### config.mk
export PLATFORM = sky130hd
export DESIGN_NAME = pc_sequencer_flat
export DESIGN_NICKNAME = d
export VERILOG_FILES = /design/src/rtl/pc_sequencer_if.sv /design/src/rtl/pc_sequencer.sv /design/src/flat_wrapper.sv
export SDC_FILE = /design/constraint.sdc
export NUM_CORES = 1
export LEC_CHECK = 0
export CAP_MARGIN = 10
export CORE_MARGIN = 8
export CORE_UTILIZATION = 35
export CTS_CLUSTER_SIZE = 25
export DETAILED_ROUTE_END_ITERATION = 12
export SLEW_MARGIN = 30
export SYNTH_ARGS = -nofsm -noshare
export SYNTH_HDL_FRONTEND = slang
export SYNTH_SLANG_ARGS = --single-unit
### constraint.sdc
create_clock -name clk -period 7.8 [get_ports clk]
set_input_delay 1.56 -clock clk [delete_from_list [all_inputs] [get_ports clk]]
set_output_delay 1.56 -clock clk [all_outputs]
set_load 0.01 [all_outputs]
### src/rtl/pc_sequencer_if.sv
// Instruction-memory handshake and JAL link-write bundle between the PC sequencer
// and the rest of the core.
interface pc_sequencer_if;
    logic        imem_req;
    logic        imem_ack;
    logic        link_we;
    logic [31:0] link_data;

    modport master (output imem_req, output link_we, output link_data, input imem_ack);
    modport slave  (input imem_req, input link_we, input link_data, output imem_ack);
endinterface

### src/rtl/pc_sequencer.sv
// Multicycle PC controller: FETCH -> DECODE -> EXEC -> UPDATE, with next-PC selection,
// JAL link write, retired-instruction counting and a sticky halt.
module pc_sequencer #(
    parameter logic [31:0] RESET_PC   = 32'h0000_0000,
    parameter logic [31:0] PC_STEP    = 32'd1,
    parameter logic [3:0]  HALT_INDEX = 4'd15
) (
    input  logic                  clk,
    input  logic                  rst_n,
    input  logic                  start,
    input  logic [3:0]            path_index,
    input  logic [25:0]           instr_addr,
    input  logic [15:0]           branch_off,
    input  logic                  branch_taken,
    input  logic [31:0]           reg_addr,
    output logic [31:0]           pc,
    output logic [2:0]            state,
    output logic                  halted,
    output logic [31:0]           retired,
    pc_sequencer_if.master        bus
);
    // imem handshake: imem_req is high exactly while in FETCH; a word is accepted on
    // any rising edge where imem_req and imem_ack are both high.
    typedef enum logic [2:0] {
        S_IDLE   = 3'd0,
        S_FETCH  = 3'd1,
        S_DECODE = 3'd2,
        S_EXEC   = 3'd3,
        S_UPDATE = 3'd4,
        S_HALT   = 3'd5
    } state_t;

    localparam logic [3:0] P_J   = 4'd5;
    localparam logic [3:0] P_JAL = 4'd6;
    localparam logic [3:0] P_BR  = 4'd7;
    localparam logic [3:0] P_JR  = 4'd8;

    state_t      state_q, state_d;
    logic [31:0] pc_q, pc_d;
    logic [31:0] next_pc_q, next_pc_d;
    logic [31:0] link_data_q, link_data_d;
    logic        jal_q, jal_d;
    logic [31:0] retired_q, retired_d;
    logic        imem_req_c, link_we_c, halted_c;
    logic [31:0] pc_seq;

    assign pc_seq = pc_q + PC_STEP;

    always_ff @(posedge clk or negedge rst_n) begin
        if (!rst_n) begin
            state_q <= S_IDLE;
        end else begin
            state_q <= state_d;
        end
    end

    always_ff @(posedge clk or negedge rst_n) begin
        if (!rst_n) begin
            pc_q        <= RESET_PC;
            next_pc_q   <= RESET_PC;
            link_data_q <= 32'd0;
            jal_q       <= 1'b0;
            retired_q   <= 32'd0;
        end else begin
            pc_q        <= pc_d;
            next_pc_q   <= next_pc_d;
            link_data_q <= link_data_d;
            jal_q       <= jal_d;
            retired_q   <= retired_d;
        end
    end

    always_comb begin
        state_d     = state_q;
        pc_d        = pc_q;
        next_pc_d   = next_pc_q;
        link_data_d = link_data_q;
        jal_d       = jal_q;
        retired_d   = retired_q;
        imem_req_c  = 1'b0;
        link_we_c   = 1'b0;
        halted_c    = 1'b0;

        case (state_q)
            S_IDLE: begin
                if (start) state_d = S_FETCH;
            end
            S_FETCH: begin
                imem_req_c = 1'b1;
                if (bus.imem_ack) state_d = S_DECODE;
            end
            S_DECODE: begin
                state_d = (path_index == HALT_INDEX) ? S_HALT : S_EXEC;
            end
            S_EXEC: begin
                jal_d = (path_index == P_JAL);
                case (path_index)
                    P_J, P_JAL: next_pc_d = {pc_q[31:26], instr_addr};
                    P_BR:       next_pc_d = branch_taken
                                          ? pc_seq + {{16{branch_off[15]}}, branch_off}
                                          : pc_seq;
                    P_JR:       next_pc_d = reg_addr;
                    default:    next_pc_d = pc_seq;
                endcase
                if (path_index == P_JAL) link_data_d = pc_seq;
                state_d = S_UPDATE;
            end
            S_UPDATE: begin
                pc_d      = next_pc_q;
                retired_d = retired_q + 32'd1;
                link_we_c = jal_q;
                state_d   = start ? S_FETCH : S_IDLE;
            end
            S_HALT: begin
                halted_c = 1'b1;
            end
            default: begin
                state_d = S_IDLE;
            end
        endcase
    end

    assign pc            = pc_q;
    assign state         = state_q;
    assign halted        = halted_c;
    assign retired       = retired_q;
    assign bus.imem_req  = imem_req_c;
    assign bus.link_we   = link_we_c;
    assign bus.link_data = link_data_q;
endmodule
### src/flat_wrapper.sv
// flat-port wrapper written by rule: the top's interface ports become plain ports
module pc_sequencer_flat 
#(
    parameter logic [31:0] RESET_PC   = 32'h0000_0000,
    parameter logic [31:0] PC_STEP    = 32'd1,
    parameter logic [3:0]  HALT_INDEX = 4'd15
)
  (clk, rst_n, start, path_index, instr_addr, branch_off, branch_taken, reg_addr, pc, state, halted, retired, bus_imem_req, bus_link_we, bus_link_data, bus_imem_ack);
  pc_sequencer_if bus_i ();
  input  logic clk;
  input  logic rst_n;
  input  logic start;
  input  logic [3:0] path_index;
  input  logic [25:0] instr_addr;
  input  logic [15:0] branch_off;
  input  logic branch_taken;
  input  logic [31:0] reg_addr;
  output logic [31:0] pc;
  output logic [2:0] state;
  output logic halted;
  output logic [31:0] retired;
  output wire logic [$bits(bus_i.imem_req)-1:0] bus_imem_req;
  output wire logic [$bits(bus_i.link_we)-1:0] bus_link_we;
  output wire logic [$bits(bus_i.link_data)-1:0] bus_link_data;
  input wire logic [$bits(bus_i.imem_ack)-1:0] bus_imem_ack;
  assign bus_imem_req = bus_i.imem_req;
  assign bus_link_we = bus_i.link_we;
  assign bus_link_data = bus_i.link_data;
  assign bus_i.imem_ack = bus_imem_ack;
  pc_sequencer #(.RESET_PC(RESET_PC), .PC_STEP(PC_STEP), .HALT_INDEX(HALT_INDEX)) u_core (.clk(clk), .rst_n(rst_n), .start(start), .path_index(path_index), .instr_addr(instr_addr), .branch_off(branch_off), .branch_taken(branch_taken), .reg_addr(reg_addr), .pc(pc), .state(state), .halted(halted), .retired(retired), .bus(bus_i));
endmodule
==> impl_metrics.yaml <==
sta:
  fin_setup_tns_ns: 0
  clock_skew_ns: 0.0115
  layout_min_cycle_time_ns: 4.67
  finalHoldViolCount: 0
  slew_headroom: 0.374
  rsz0062_at_grt: "false"
  fin_crit_sh: 0.599
  worst_pin_slew_ns: 0.936
  drv_slew: 0
  max_freq_mhz: 214
  setup_viol: 0
yosys:
  syn-cell-area_sq_um: 8220
  async_reset_ff_frac: 1.00
  ys_top_cells_by_area: "dfrtp_1 40%, mux2_2 7.7%, ha_1 6.1%"
  synth_warnings: 0
  synth_flop_cell: "dfrtp_1"
  ys_seq_area_frac: 0.402
  synthDistinctLibCells: 67
  netlist.area_leader.share: 0.402
  syn_nets: 971
  yosysTopAreaCell: "dfrtp_1"
  syn_area_per_cell_sq_um: 9.71
  synth_seq_cells: 132
  synth_edf_count: 0
  synth_cells: 847
finish:
  area_delta_synth_final_pct: 33.4
  final_common_cell: "clkdlybuf4s50_1"
  drive_gt1_frac: 0.113
  final_cell_mix: "183 x clkdlybuf4s50_1, 132 x dfrtp_1, 93 x nand2_1"
  nets: 1151
  fillers: 2271
placed_design:
  dp.final_hpwl_um: 20000
  gp_congestion: 0.822
  numPortBuffers: 184
critical_path:
  worstPathArrival_ns: 4.99
  cp.required_ns: 8.11
  criticalPathCategory: "reg -> reg"
  worstPathMaxFanout: 7
  rr_worst_depth: 15
  timing.rr.start: "u_core.pc[7]"
  worst_setup_path_start_kind: "flop"
  cp-startpoint: "u_core.pc[7]"
  endpoint_kind: "flop"
clock_tree:
  numCtsBuffers: 17
  ctsHoldBuffers: 0
  cts_tree: "yes"
  cts_max_path_buffers: 2
  cts_resized: 0
  insertion_delay_ns: 0.42
  htreeDepth: 4
  cts_setup_buffers: 0
  clk_pin_slew_ns: 0.07
  cts.sinks: 132
  clock-root-buffer: "clkbuf_16"
run:
  maxCapViolCount: 0
power_and_ir_drop:
  leakage_uw: 0.00465
  power_uw: 3850
  ir_worst_vdd_v: 0.000213
  pwr_density_cell_nw_per_um2: 351
global_route:
  grt_max_degree: 68
  grt_util_all_layers: 0.188
  grt_pass1_wl_um: 42000
  grt.overflow.total: 0
  antenna_found_initial: 1
  first_global_vias: 7241
route:
  wl_um: 27000
  wl_per_cell_um: 19.8
  via_per_inst: 5.33
  dr.first_iter.drc_count: 544
  ant_nets: 0
  route.detailed.drc: 0
  vias: 7245
  dr.pass1.iters: 5
worst_hold_path:
  hp-class: "reg -> reg"
  hold_path_depth: 2
  worstHoldStart: "u_core.jal_q"
floorplanning:
  dieArea_sq_um: 28600
  io_pins: 185
  start_util: 0.353
  placementRows: 56
  die_height_um: 169
  die_x_um: 169
  coreArea_sq_um: 23300
run_status:
  outcome: "completed"
-- where the power goes --
| group | leakage, uW | internal (uW) | switching [uW] |
|---|---|---|---|
| logic | 0.00269 | 906 | 1000 |
| clock network | 0.000267 | 420 | 360 |
| registers | 0.00169 | 924 | 236 |
-- synthesized netlist by cell type (17+ instances only) --
master	instances
o21ai_0	43
clkbuf_1	27
dfrtp_1	132
and3_1	17
nor2_1	71
a221o_1	21
a21oi_1	45
xor2_1	33
nand3_1	27
xnor2_1	54
mux2_2	56
nand2_1	93
a221oi_1	19
ha_1	40
-- state kept, by name, indices dropped and copies added (netlist names) --
register	flops
u_core.retired	32
u_core.jal_q	1
u_core.bus.link_data	32
u_core.next_pc_q	32
u_core.pc	32
u_core.state	3
-- critical path, cell delays in order, from the launching register on --
cell	delay, ns
dfrtp_1	0.50
and4_4	0.29
nand3_2	0.08
or4_1	0.71
inv_1	0.12
and3_1	0.18
xor2_1	0.42
ha_1	0.41
o21ai_0	0.12
nor2_1	0.06
a211oi_1	0.22
o31ai_1	0.16
a221o_1	0.46
o211a_1	0.28
o31a_1	0.27
a221o_1	0.28
-- per-stage QoR --
stage	instances	cell area (sq um)	hold slack [ns]	setup slack (ns)	utilization
detailed placement	1326	10400	0.456	2.79	0.446
floorplan	847	8220	0.439	3.72	-
finish	1360	11000	0.466	3.13	0.472
global route	1360	11000	0.493	2.91	0.472
global placement	1325	10400	0.451	2.82	0.446
CTS	1358	10900	0.473	3.13	0.470
-- worst paths after layout --
check | to | slack (ns)
setup / recovery | u_core.next_pc_q[28] | 3.13
hold / removal | u_core.jal_q | 0.47
setup reg to reg | u_core.next_pc_q[28] | 3.13
hold reg to reg | u_core.jal_q | 0.47
max in group asynchronous | u_core.next_pc_q[14] | 5.61
min in group asynchronous | u_core.bus.link_data[10] | 1.14
-- area by class of cell --
cell class | instances | area [sq um] | area share
Antenna cell | 1 | 2.50 | 0.000228
Inverter | 15 | 56.3 | 0.00513
Timing Repair Buffer | 196 | 1950 | 0.178
Clock inverter | 15 | 133 | 0.0121
Clock buffer | 17 | 425 | 0.0388
Sequential cell | 132 | 3300 | 0.301
Multi-Input combinational cell | 665 | 4700 | 0.428
Tap cell | 319 | 399 | 0.0364
-- kinds of logic after synthesis --
group	Yosys count	synth area share
flip-flops	132	0.402
AO/OA/AOI/OAI	208	0.175
adder cells (fa/ha/maj)	41	0.0633
AND/OR/NAND/NOR	272	0.160
multiplexers	56	0.0767
XOR/XNOR	88	0.0947
buffers and inverters	50	0.0288
-- per-layer routing --
metal	track usage	share of wire	vias up
met4	0.0600	0.015	0
met2	0.289	0.44	234
met5	0	0	-
met3	0.0388	0.064	23
met1	0.260	0.48	3498
li1	-	-	3490
(Power assumes the default switching activity.)
